`src/rtl/ysyx_22040125_hz_pkg.sv`:
```
// Shared types and constants for the hazard scoreboard: stage records,
// stage indices and the regfile bypass select.
package ysyx_22040125_hz_pkg;

  // Record rd field is wide enough for any supported register index width.
  localparam int unsigned REC_AW  = 8;

  localparam int unsigned STG_EX  = 1;
  localparam int unsigned STG_MEM = 2;
  localparam int unsigned STG_WB  = 3;

  // Bit 0 of every per-source select means "take the register file".
  localparam logic [31:0] FWD_RF  = 32'd1;

  typedef struct packed {
    logic              valid;
    logic              wen;
    logic              load;
    logic              mdu;
    logic [REC_AW-1:0] rd;
  } stage_rec_t;

endpackage

```
`src/rtl/ysyx_22040125_hz_match.sv`:
```
// One source operand against all tracked stage records: one-hot bypass
// select (youngest match wins) and a flag when that result is not yet usable.
module ysyx_22040125_hz_match
  import ysyx_22040125_hz_pkg::*;
#(
  parameter int unsigned REG_AW   = 5,
  parameter int unsigned NSTG     = 3,
  parameter int unsigned LOAD_RDY = 2
) (
  input  logic [REG_AW-1:0] rs_i,
  input  logic              used_i,
  input  stage_rec_t        rec_i [1:NSTG],
  input  logic              mdu_busy_i,
  output logic [NSTG:0]     sel_c,
  output logic              pend_c
);

  logic found;

  // Scan from EX outward so the youngest producer takes priority.
  always_comb begin
    sel_c  = (NSTG+1)'(FWD_RF);
    pend_c = 1'b0;
    found  = 1'b0;
    for (int unsigned k = 1; k <= NSTG; k++) begin
      if (!found && used_i && (rs_i != '0) && rec_i[k].valid && rec_i[k].wen &&
          (rec_i[k].rd == REC_AW'(rs_i))) begin
        found  = 1'b1;
        sel_c  = (NSTG+1)'(1) << k;
        pend_c = (rec_i[k].load && (k < LOAD_RDY)) || ((k == STG_EX) && mdu_busy_i);
      end
    end
  end

endmodule

```
`src/rtl/ysyx_22040125_hazard_sb.sv`:
```
// Hazard/forwarding scoreboard beside ID: shadows rd records for EX..WB and
// derives bypass selects, load-use / MDU stalls and the IF/ID flush.
module ysyx_22040125_hazard_sb
  import ysyx_22040125_hz_pkg::*;
#(
  parameter int unsigned REG_AW   = 5,
  parameter int unsigned NUM_SRC  = 2,
  parameter int unsigned NSTG     = 3,
  parameter int unsigned LOAD_RDY = 2,
  parameter int unsigned CNT_W    = 32
) (
  input  logic                        clk,
  input  logic                        rst,
  input  logic                        id_valid,
  input  logic [NUM_SRC*REG_AW-1:0]   id_rs,
  input  logic [NUM_SRC-1:0]          id_rs_used,
  input  logic [REG_AW-1:0]           id_rd,
  input  logic                        id_wen,
  input  logic                        id_load,
  input  logic                        id_mdu,
  input  logic                        mdu_done,
  input  logic                        redirect,
  output logic                        stall_id,
  output logic                        bubble_ex,
  output logic                        ex_hold,
  output logic                        flush_if_id,
  output logic [NUM_SRC*(NSTG+1)-1:0] fwd_sel,
  output logic                        mdu_busy,
  output logic [CNT_W-1:0]            stall_cycles
);

  stage_rec_t         rec_q [1:NSTG];
  stage_rec_t         rec_d [1:NSTG];
  stage_rec_t         id_rec;
  logic [CNT_W-1:0]   stall_cnt_q;
  logic [CNT_W-1:0]   stall_cnt_d;
  logic [NUM_SRC-1:0] pend;
  logic               hazard;
  logic               accept;

  for (genvar i = 0; i < NUM_SRC; i++) begin : g_src
    ysyx_22040125_hz_match #(
      .REG_AW   (REG_AW),
      .NSTG     (NSTG),
      .LOAD_RDY (LOAD_RDY)
    ) u_match (
      .rs_i       (id_rs[i*REG_AW +: REG_AW]),
      .used_i     (id_rs_used[i]),
      .rec_i      (rec_q),
      .mdu_busy_i (mdu_busy),
      .sel_c      (fwd_sel[i*(NSTG+1) +: (NSTG+1)]),
      .pend_c     (pend[i])
    );
  end

  assign mdu_busy     = rec_q[STG_EX].valid & rec_q[STG_EX].mdu & ~mdu_done;
  assign stall_cycles = stall_cnt_q;

  // Stall/flush controls; a redirect squashes ID so it never stalls.
  always_comb begin
    hazard      = id_valid & (|pend);
    ex_hold     = mdu_busy;
    stall_id    = ~redirect & (hazard | mdu_busy);
    bubble_ex   = ~redirect & hazard & ~mdu_busy;
    flush_if_id = redirect;
    accept      = id_valid & ~stall_id & ~redirect & ~ex_hold;
  end

  // Next-state of the shadow pipeline and the saturating stall counter.
  always_comb begin
    id_rec       = '{valid: 1'b1, wen: id_wen, load: id_load, mdu: id_mdu,
                     rd: REC_AW'(id_rd)};
    rec_d[STG_EX] = ex_hold ? rec_q[STG_EX] : (accept ? id_rec : '0);
    for (int unsigned k = 2; k <= NSTG; k++) begin
      rec_d[k] = ((k == 2) && ex_hold) ? '0 : rec_q[k-1];
    end
    stall_cnt_d = stall_cnt_q;
    if (stall_id && (stall_cnt_q != '1)) begin
      stall_cnt_d = stall_cnt_q + CNT_W'(1);
    end
  end

  always_ff @(posedge clk) begin
    if (rst) begin
      for (int unsigned k = 1; k <= NSTG; k++) begin
        rec_q[k] <= '0;
      end
      stall_cnt_q <= '0;
    end else begin
      rec_q       <= rec_d;
      stall_cnt_q <= stall_cnt_d;
    end
  end

endmodule

```
`config.mk`:
```
export PLATFORM = sky130hd
export DESIGN_NAME = ysyx_22040125_hazard_sb
export DESIGN_NICKNAME = d
export VERILOG_FILES = /design/src/rtl/ysyx_22040125_hz_pkg.sv /design/src/rtl/ysyx_22040125_hz_match.sv /design/src/rtl/ysyx_22040125_hazard_sb.sv
export SDC_FILE = /design/constraint.sdc
export NUM_CORES = 1
export LEC_CHECK = 0
export CELL_PAD_IN_SITES_DETAIL_PLACEMENT = 0
export CELL_PAD_IN_SITES_GLOBAL_PLACEMENT = 1
export CORE_ASPECT_RATIO = 0.9
export CORE_MARGIN = 3
export CORE_UTILIZATION = 34
export CTS_CLUSTER_SIZE = 30
export DETAILED_ROUTE_END_ITERATION = 16
export PLACE_DENSITY_LB_ADDON = 0.08
export SYNTH_ARGS = -nofsm -noshare
export SYNTH_HDL_FRONTEND = slang
export SYNTH_HIERARCHICAL = 1
export SYNTH_SLANG_ARGS = --single-unit
```
`constraint.sdc`:
```
create_clock -name clk -period 2.6 [get_ports clk]
set_input_delay 0.39 -clock clk [delete_from_list [all_inputs] [get_ports clk]]
set_output_delay 0.39 -clock clk [all_outputs]
set_load 0.01 [all_outputs]
```
==> summary.md, run 1 <==
| Metric | Value |
|---|---|
| Status | finished with violations |
| Failing checks | negative setup slack |
| Reg2reg setup slack | -0.02 ns |
| Clk network pwr share | 0.338 |
| Die Ht | 96.0 um |
| Net Switching | 401 uW |
| Die area | 10200 um2 |
| Area delta synth->final | 50.3% |
| DR iter-0 viols | 81 |
| Int Power | 1130 uW |
| Final setup skew | 0.0111 ns |
| Total CTS buffers | 5 |
| Fmax | 382 MHz |
| Clock period minus worst slack | 2.62 ns |
| Total number of vias | 3120 |
| Worst hold-check path type | reg -> reg |
| Drt first pass iters | 5 |
| Max Cap Violations | 0 |
| P_leak | 0.00160 uW |
| Die Width | 106 um |
| Share of power burned in registers | 0.558 |
| Pwr Density | 332 nW/um2 |
| Initial antenna violation count | 0 |
| ANT cells | 0 |
| Final wirelength | 9500 um |
| Syn. warnings | 6 |
| Post-route setup TNS | -0.0306 ns |
| Reg clk slew, reported paths | 0.12 ns |
| Placer Congestion | 0.778 |
| Core area | 8650 um2 |
| CTS max path bufs | 2 |
| Fin worst setup slack | -0.0160 ns |
| GR Overflow Total | 0 |
| Peak VDD IR | 0.000204 V |
| DR vias/cell | 5.09 |
| Worst-Skew Late Latency | 0.32 ns |
| FILL cells | 866 |
| Setup CP Type | reg -> reg |
| Hold path start | rec_d[10]$_SDFF_PP0_ |
| R2r endpoint | stall_cycles[31]$_SDFFE_PP0P_ |
| IO buf count | 69 |
| Synth Instances | 353 |
| CTS tree | yes |
| Pre-CTS setup slack | -0.633 ns |
| Worst Path Arrival | 2.89 ns |
| Routed Antenna Nets | 0 |
| Avg WL per Cell | 15.5 um |
| Final setup vio count | 2 |
| Total Power | 1530 uW |
| Final Hold Viols | 0 |
| First-pass GRT wire length | 15400 um |
| Sw frac | 0.262 |
| Hpwl dp | 6830 um |
| Type of origin of the critical path | flip-flop |
| Slew at the pin closest to its max-slew limit | 0.596 ns |
| Hold Path End | rec_q[10]$_SDFF_PP0_ |
| Worst relative slew slack | 0.603 |
| RSZ-0062 raised after global routing | true |
| Synthesized area | 3060 um2 |
| GRT Overall Usage | 0.189 |
| # clock sinks | 55 |
| Floorplan row count | 32 |
| Hold_ws | 0.490 ns |
| Max Slew Vio Count | 0 |
| CP max FO | 6 |
| Cell total after placement | 593 |
| Reg2Reg Depth | 11 |
| Average size of a mapped cell | 8.67 um2 |
| Required time worst endpoint | 2.87 ns |
| Final Cycle Share | 1.01 |
| Drt drc | 0 |
| Largest net degree at the start of global routing | 31 |
| Critical Path Source | rec_q[28]$_SDFFE_PP0N_ |
| Cell Count, Final, Fillers Out | 613 |
| Initial Utilization | 0.354 |
| Number of global-route vias before repair | 3082 |
| I/O Pins | 70 |
| Combinational Power Share | 0.104 |
| WHS Path Cells | 1 |
| Layout cells sized above 1 | 0.255 |
| CTS root buffer | clkbuf_8 |
| RR Startpoint | rec_q[28]$_SDFFE_PP0N_ |
| H-tree depth | 2 |
| Nets | 519 |
| Crit. End Element | flip-flop |
-- worst max path at each step --
stage / end / slack (ns) / cells after the start
floorplan: stall_cycles[17]$_SDFFE_PP0P_ / 0.006 / 9
global placement: stall_id / -0.61 / 9
detailed placement: stall_id / -0.63 / 9
CTS: stall_cycles[31]$_SDFFE_PP0P_ / -0.06 / 11
global route: stall_cycles[17]$_SDFFE_PP0P_ / -0.13 / 10
finish: stall_cycles[31]$_SDFFE_PP0P_ / -0.02 / 11
-- power by group through the flow --
stage               logic [uW]  clock network, uW  registers (uW)
floorplan                 65.0                  0             874
global placement           150                  0             877
detailed placement         150                  0             876
CTS                        153                533             858
global route               173                576             856
finish                     159                517             855
-- state kept, by name, indices dropped and copies added (netlist names) --
name / count
stall_cycles: 32
rec_q: 16
rec_d: 7
-- per-stage QoR --
step,util,instance area (um2)
2_1_floorplan,-,3150
3_3_place_gp,0.495,4280
3_5_place_dp,0.495,4280
4_1_cts,0.519,4490
5_1_grt,0.532,4600
6_report,0.532,4600
-- critical path, cell delays in order (launching register included) --
cell and delay (ns):
dfxtp_4 0.38, xnor2_2 0.16, nand3_2 0.12, nor4_4 0.29, o21a_1 0.21, o21ai_2 0.09, a21o_1 0.21, buf_6 0.14
buf_6 0.11, a211o_4 0.29, or4_4 0.42, a21oi_2 0.14
-- metal layers --
| layer | global-route usage | part of all wire | vias to the layer above |
|---|---|---|---|
| met2 | 0.339 | 0.49 | 63 |
| met4 | 0.0421 | 0.018 | 0 |
| met5 | 0 | 0 | - |
| li1 | - | - | 1575 |
| met1 | 0.233 | 0.45 | 1470 |
| met3 | 0.0416 | 0.035 | 12 |
-- placed cells by master (no fill, tap or decap), types with 6 or more instances in the layout --
| master | n |
|---|---|
| buf_4 | 55 |
| dfxtp_1 | 50 |
| clkdlybuf4s50_1 | 49 |
| nor2_1 | 25 |
| a21oi_1 | 23 |
| xnor2_1 | 22 |
| conb_1 | 18 |
| nand3_1 | 16 |
| o21ai_0 | 15 |
| or3_1 | 15 |
| nand4_1 | 13 |
| nand2_1 | 12 |
| o31ai_1 | 11 |
| or4_1 | 11 |
| inv_1 | 10 |
| nor3_1 | 9 |
| and2_1 | 8 |
| nor2b_1 | 8 |
| dlygate4sd2_1 | 8 |
| a22oi_1 | 7 |
| buf_6 | 7 |
| clkbuf_2 | 7 |
| xor2_1 | 6 |
-- timing repair --
action,4_1_cts,5_1_grt
pin swaps,19,17
setup buffers,8,4
resized for setup,48,44
hold buffers,0,0
endpoints found under the setup margin,39,32
-- cell type report --
type                       instances  area, um2  share of cell area
multi-input combinational        288       2040               0.444
timing repair buffer             132       1140               0.248
sequential                        55       1120               0.243
tap                              119        149              0.0323
clock buffer                       5       68.8              0.0149
inverter                          11       53.8              0.0117
clock inverter                     3       26.3             0.00571
Note: power is estimated with default switching activity, not from simulation.
==> inputs of run 2 (changes only) <==
Settings changed: CORE_UTILIZATION 34 to 30, SKIP_LAST_GASP set to 1.
==> summary.md, run 2 (synthesis gave the netlist of run 1 again) <==
| Metric | Value |
|---|---|
| Status | finished with violations (unchanged) |
| Failing checks | negative setup slack (unchanged) |
| # clock sinks | 55 (unchanged) |
| Final wirelength | 9500 um (about the same) |
| Placed cell area | 4340 um2 (was 4280 um2) |
| Area delta synth->final | 55.5% (was 50.3%) |
| Required time worst endpoint | 2.83 ns (was 2.87 ns) |
| GR Overflow Total | 0 (unchanged) |
| H-tree depth | 2 (unchanged) |
| CTS root buffer | clkbuf_16 (was clkbuf_8) |
| CTS tree | yes (unchanged) |
| Die Width | 112 um (was 106 um) |
| Drt drc | 0 (unchanged) |
| Reg2reg setup slack | -0.04 ns (was -0.02 ns) |
| Largest net degree at the start of global routing | 25 (was 31) |
| Initial Utilization | 0.312 (was 0.354) |
| Floorplan row count | 34 (was 32) |
| CTS max path bufs | 2 (unchanged) |
| Worst hold-check path type | in -> reg (was reg -> reg) |
| I/O Pins | 70 (unchanged) |
| Final Hold Viols | 0 (unchanged) |
| Cell Count, Final, Fillers Out | 626 (was 613) |
| RR Startpoint | rec_q[28]$_SDFFE_PP0N_ (unchanged) |
| Peak VDD IR | 0.000228 V (was 0.000204 V) |
| Hold path start | rst (was rec_d[10]$_SDFF_PP0_) |
| Die area | 11500 um2 (was 10200 um2) |
| Reg clk slew, reported paths | 0.07 ns (was 0.12 ns) |
| Crit. End Element | flip-flop (unchanged) |
| Total number of vias | 3113 (was 3120) |
| Final setup skew | 0.00811 ns (was 0.0111 ns) |
| Avg WL per Cell | 15.2 um (was 15.5 um) |
| Layout cells sized above 1 | 0.264 (was 0.255) |
| Type of origin of the critical path | input pin (was flip-flop) |
| Hold_ws | 0.452 ns (was 0.490 ns) |
| WHS Path Cells | 2 (was 1) |
| Initial antenna violation count | 0 (unchanged) |
| P_leak | 0.00166 uW (was 0.00160 uW) |
| CP max FO | 6 (unchanged) |
| RSZ-0062 raised after global routing | true (unchanged) |
| Reg2Reg Depth | 11 (unchanged) |
| Final setup vio count | 11 (was 2) |
| Total CTS buffers | 5 (unchanged) |
| DR iter-0 viols | 88 (was 81) |
| Worst Path Arrival | 2.87 ns (was 2.89 ns) |
| GRT Overall Usage | 0.167 (was 0.189) |
| Most frequent cells in the layout | buf_4, dfxtp_1, clkdlybuf4s50_1 (unchanged) |
| Pre-CTS setup slack | -0.669 ns (was -0.633 ns) |
| Fmax | 378 MHz (was 382 MHz) |
| Slew at the pin closest to its max-slew limit | 1.06 ns (was 0.596 ns) |
| Number of global-route vias before repair | 3073 (was 3082) |
| Hold Path End | stall_cycles[24]$_SDFFE_PP0P_ (was rec_q[10]$_SDFF_PP0_) |
| Pwr Density | 360 nW/um2 (was 332 nW/um2) |
| Clock period minus worst slack | 2.65 ns (was 2.62 ns) |
| FILL cells | 968 (was 866) |
| Hpwl dp | 7160 um (was 6830 um) |
| Cell area after layout | 4760 um2 (was 4600 um2) |
| Die Ht | 102 um (was 96.0 um) |
| DR vias/cell | 4.97 (was 5.09) |
| Max reg flops | 32 (unchanged) |
| ANT cells | 0 (unchanged) |
| Drt first pass iters | 4 (was 5) |
| Core area | 9830 um2 (was 8650 um2) |
| Commonest non-fill, non-tap cell in the layout | buf_4 (unchanged) |
| IO buf count | 69 (unchanged) |
| Placer Congestion | 0.846 (was 0.778) |
| First-pass GRT wire length | 15500 um (was 15400 um) |
| Final Cycle Share | 1.02 (was 1.01) |
| Setup CP Type | in -> reg (was reg -> reg) |
| Routed Antenna Nets | 0 (unchanged) |
| Max Cap Violations | 0 (unchanged) |
| Nets | 525 (was 519) |
| Worst relative slew slack | 0.284 (was 0.603) |
| Max Slew Vio Count | 0 (unchanged) |
| Cell total after placement | 605 (was 593) |
| Worst-Skew Late Latency | 0.29 ns (was 0.32 ns) |
| Fin worst setup slack | -0.0454 ns (was -0.0160 ns) |
| R2r endpoint | stall_cycles[28]$_SDFFE_PP0P_ (was stall_cycles[31]$_SDFFE_PP0P_) |
run 2: changes by cell type in the layout (fill, tap and decap cells not counted), sizes merged:
cell and delta:
buf +4, clkbuf -4, clkdlybuf4s15 +4, dlygate4sd2 +3, clkdlybuf4s50 -1
run 2: per-stage QoR:
stage | total power, uW | setup TNS [ns] | utilization
2_1_floorplan | 939 | 0 | -
3_3_place_gp | 1030 | -18.43 | 0.442
3_5_place_dp | 1030 | -18.06 | 0.442
4_1_cts | 1740 | -0.464 | 0.470
5_1_grt | 1790 | -2.02 | 0.484
6_report | 1720 | -0.277 | 0.484
run 2: final cells by class:
class	instances	area, um2	share of cell area
sequential	55	1110	0.233
clock inverter	3	26.3	0.00552
clock buffer	5	125	0.0263
tap	126	158	0.0331
multi-input combinational	288	2090	0.440
inverter	11	42.5	0.00894
timing repair buffer	138	1210	0.254
run 2: layer usage:
metal	track usage	part of all wire
met1	0.223	0.48
met2	0.288	0.48
met3	0.0284	0.039
met4	0.0305	0.0053
met5	0	0
run 2: timing repair:
action	in CTS	in global routing
gates resized for setup	48	33
pin swaps	26	18
buffers inserted	8	5
hold buffers	0	0
endpoints found under the setup margin	40	30
run 2: worst max path at each step:
stage	start	to	slack [ns]	cells past startpoint
final	id_rs[1]	stall_cycles[28]$_SDFFE_PP0P_	-0.05	13
after global routing	id_rs[1]	stall_cycles[9]$_SDFFE_PP0P_	-0.15	13
after CTS	id_rs[9]	stall_id	-0.11	9
after detailed placement	id_rs[4]	stall_id	-0.67	9
after global placement	id_rs[4]	stall_id	-0.67	9
after floorplan	id_rs[4]	stall_cycles[17]$_SDFFE_PP0P_	0.006	9
run 2: where the power goes:
group,switching [uW],total [uW],internal [uW]
clock network,327,694,367
registers,8.07,856,848
logic,76.7,166,89.2
total,412,1720,1300
run 2: critical path, stage by stage:
cell and delay, ns:
clkdlybuf4s15_1 0.20, buf_6 0.13, xnor2_2 0.12, nand3_2 0.12, nor4_4 0.33, o21a_1 0.21
o21ai_2 0.07, buf_6 0.12, a211o_4 0.39, buf_12 0.15, nor2_1 0.07, or4b_1 0.43
a21oi_1 0.13
==> inputs of run 3 (changes only) <==
Settings changed: SLEW_MARGIN set to 5.
==> results of run 3 <==
Same layout as run 2: the final DEF is identical, and so are final timing and power.
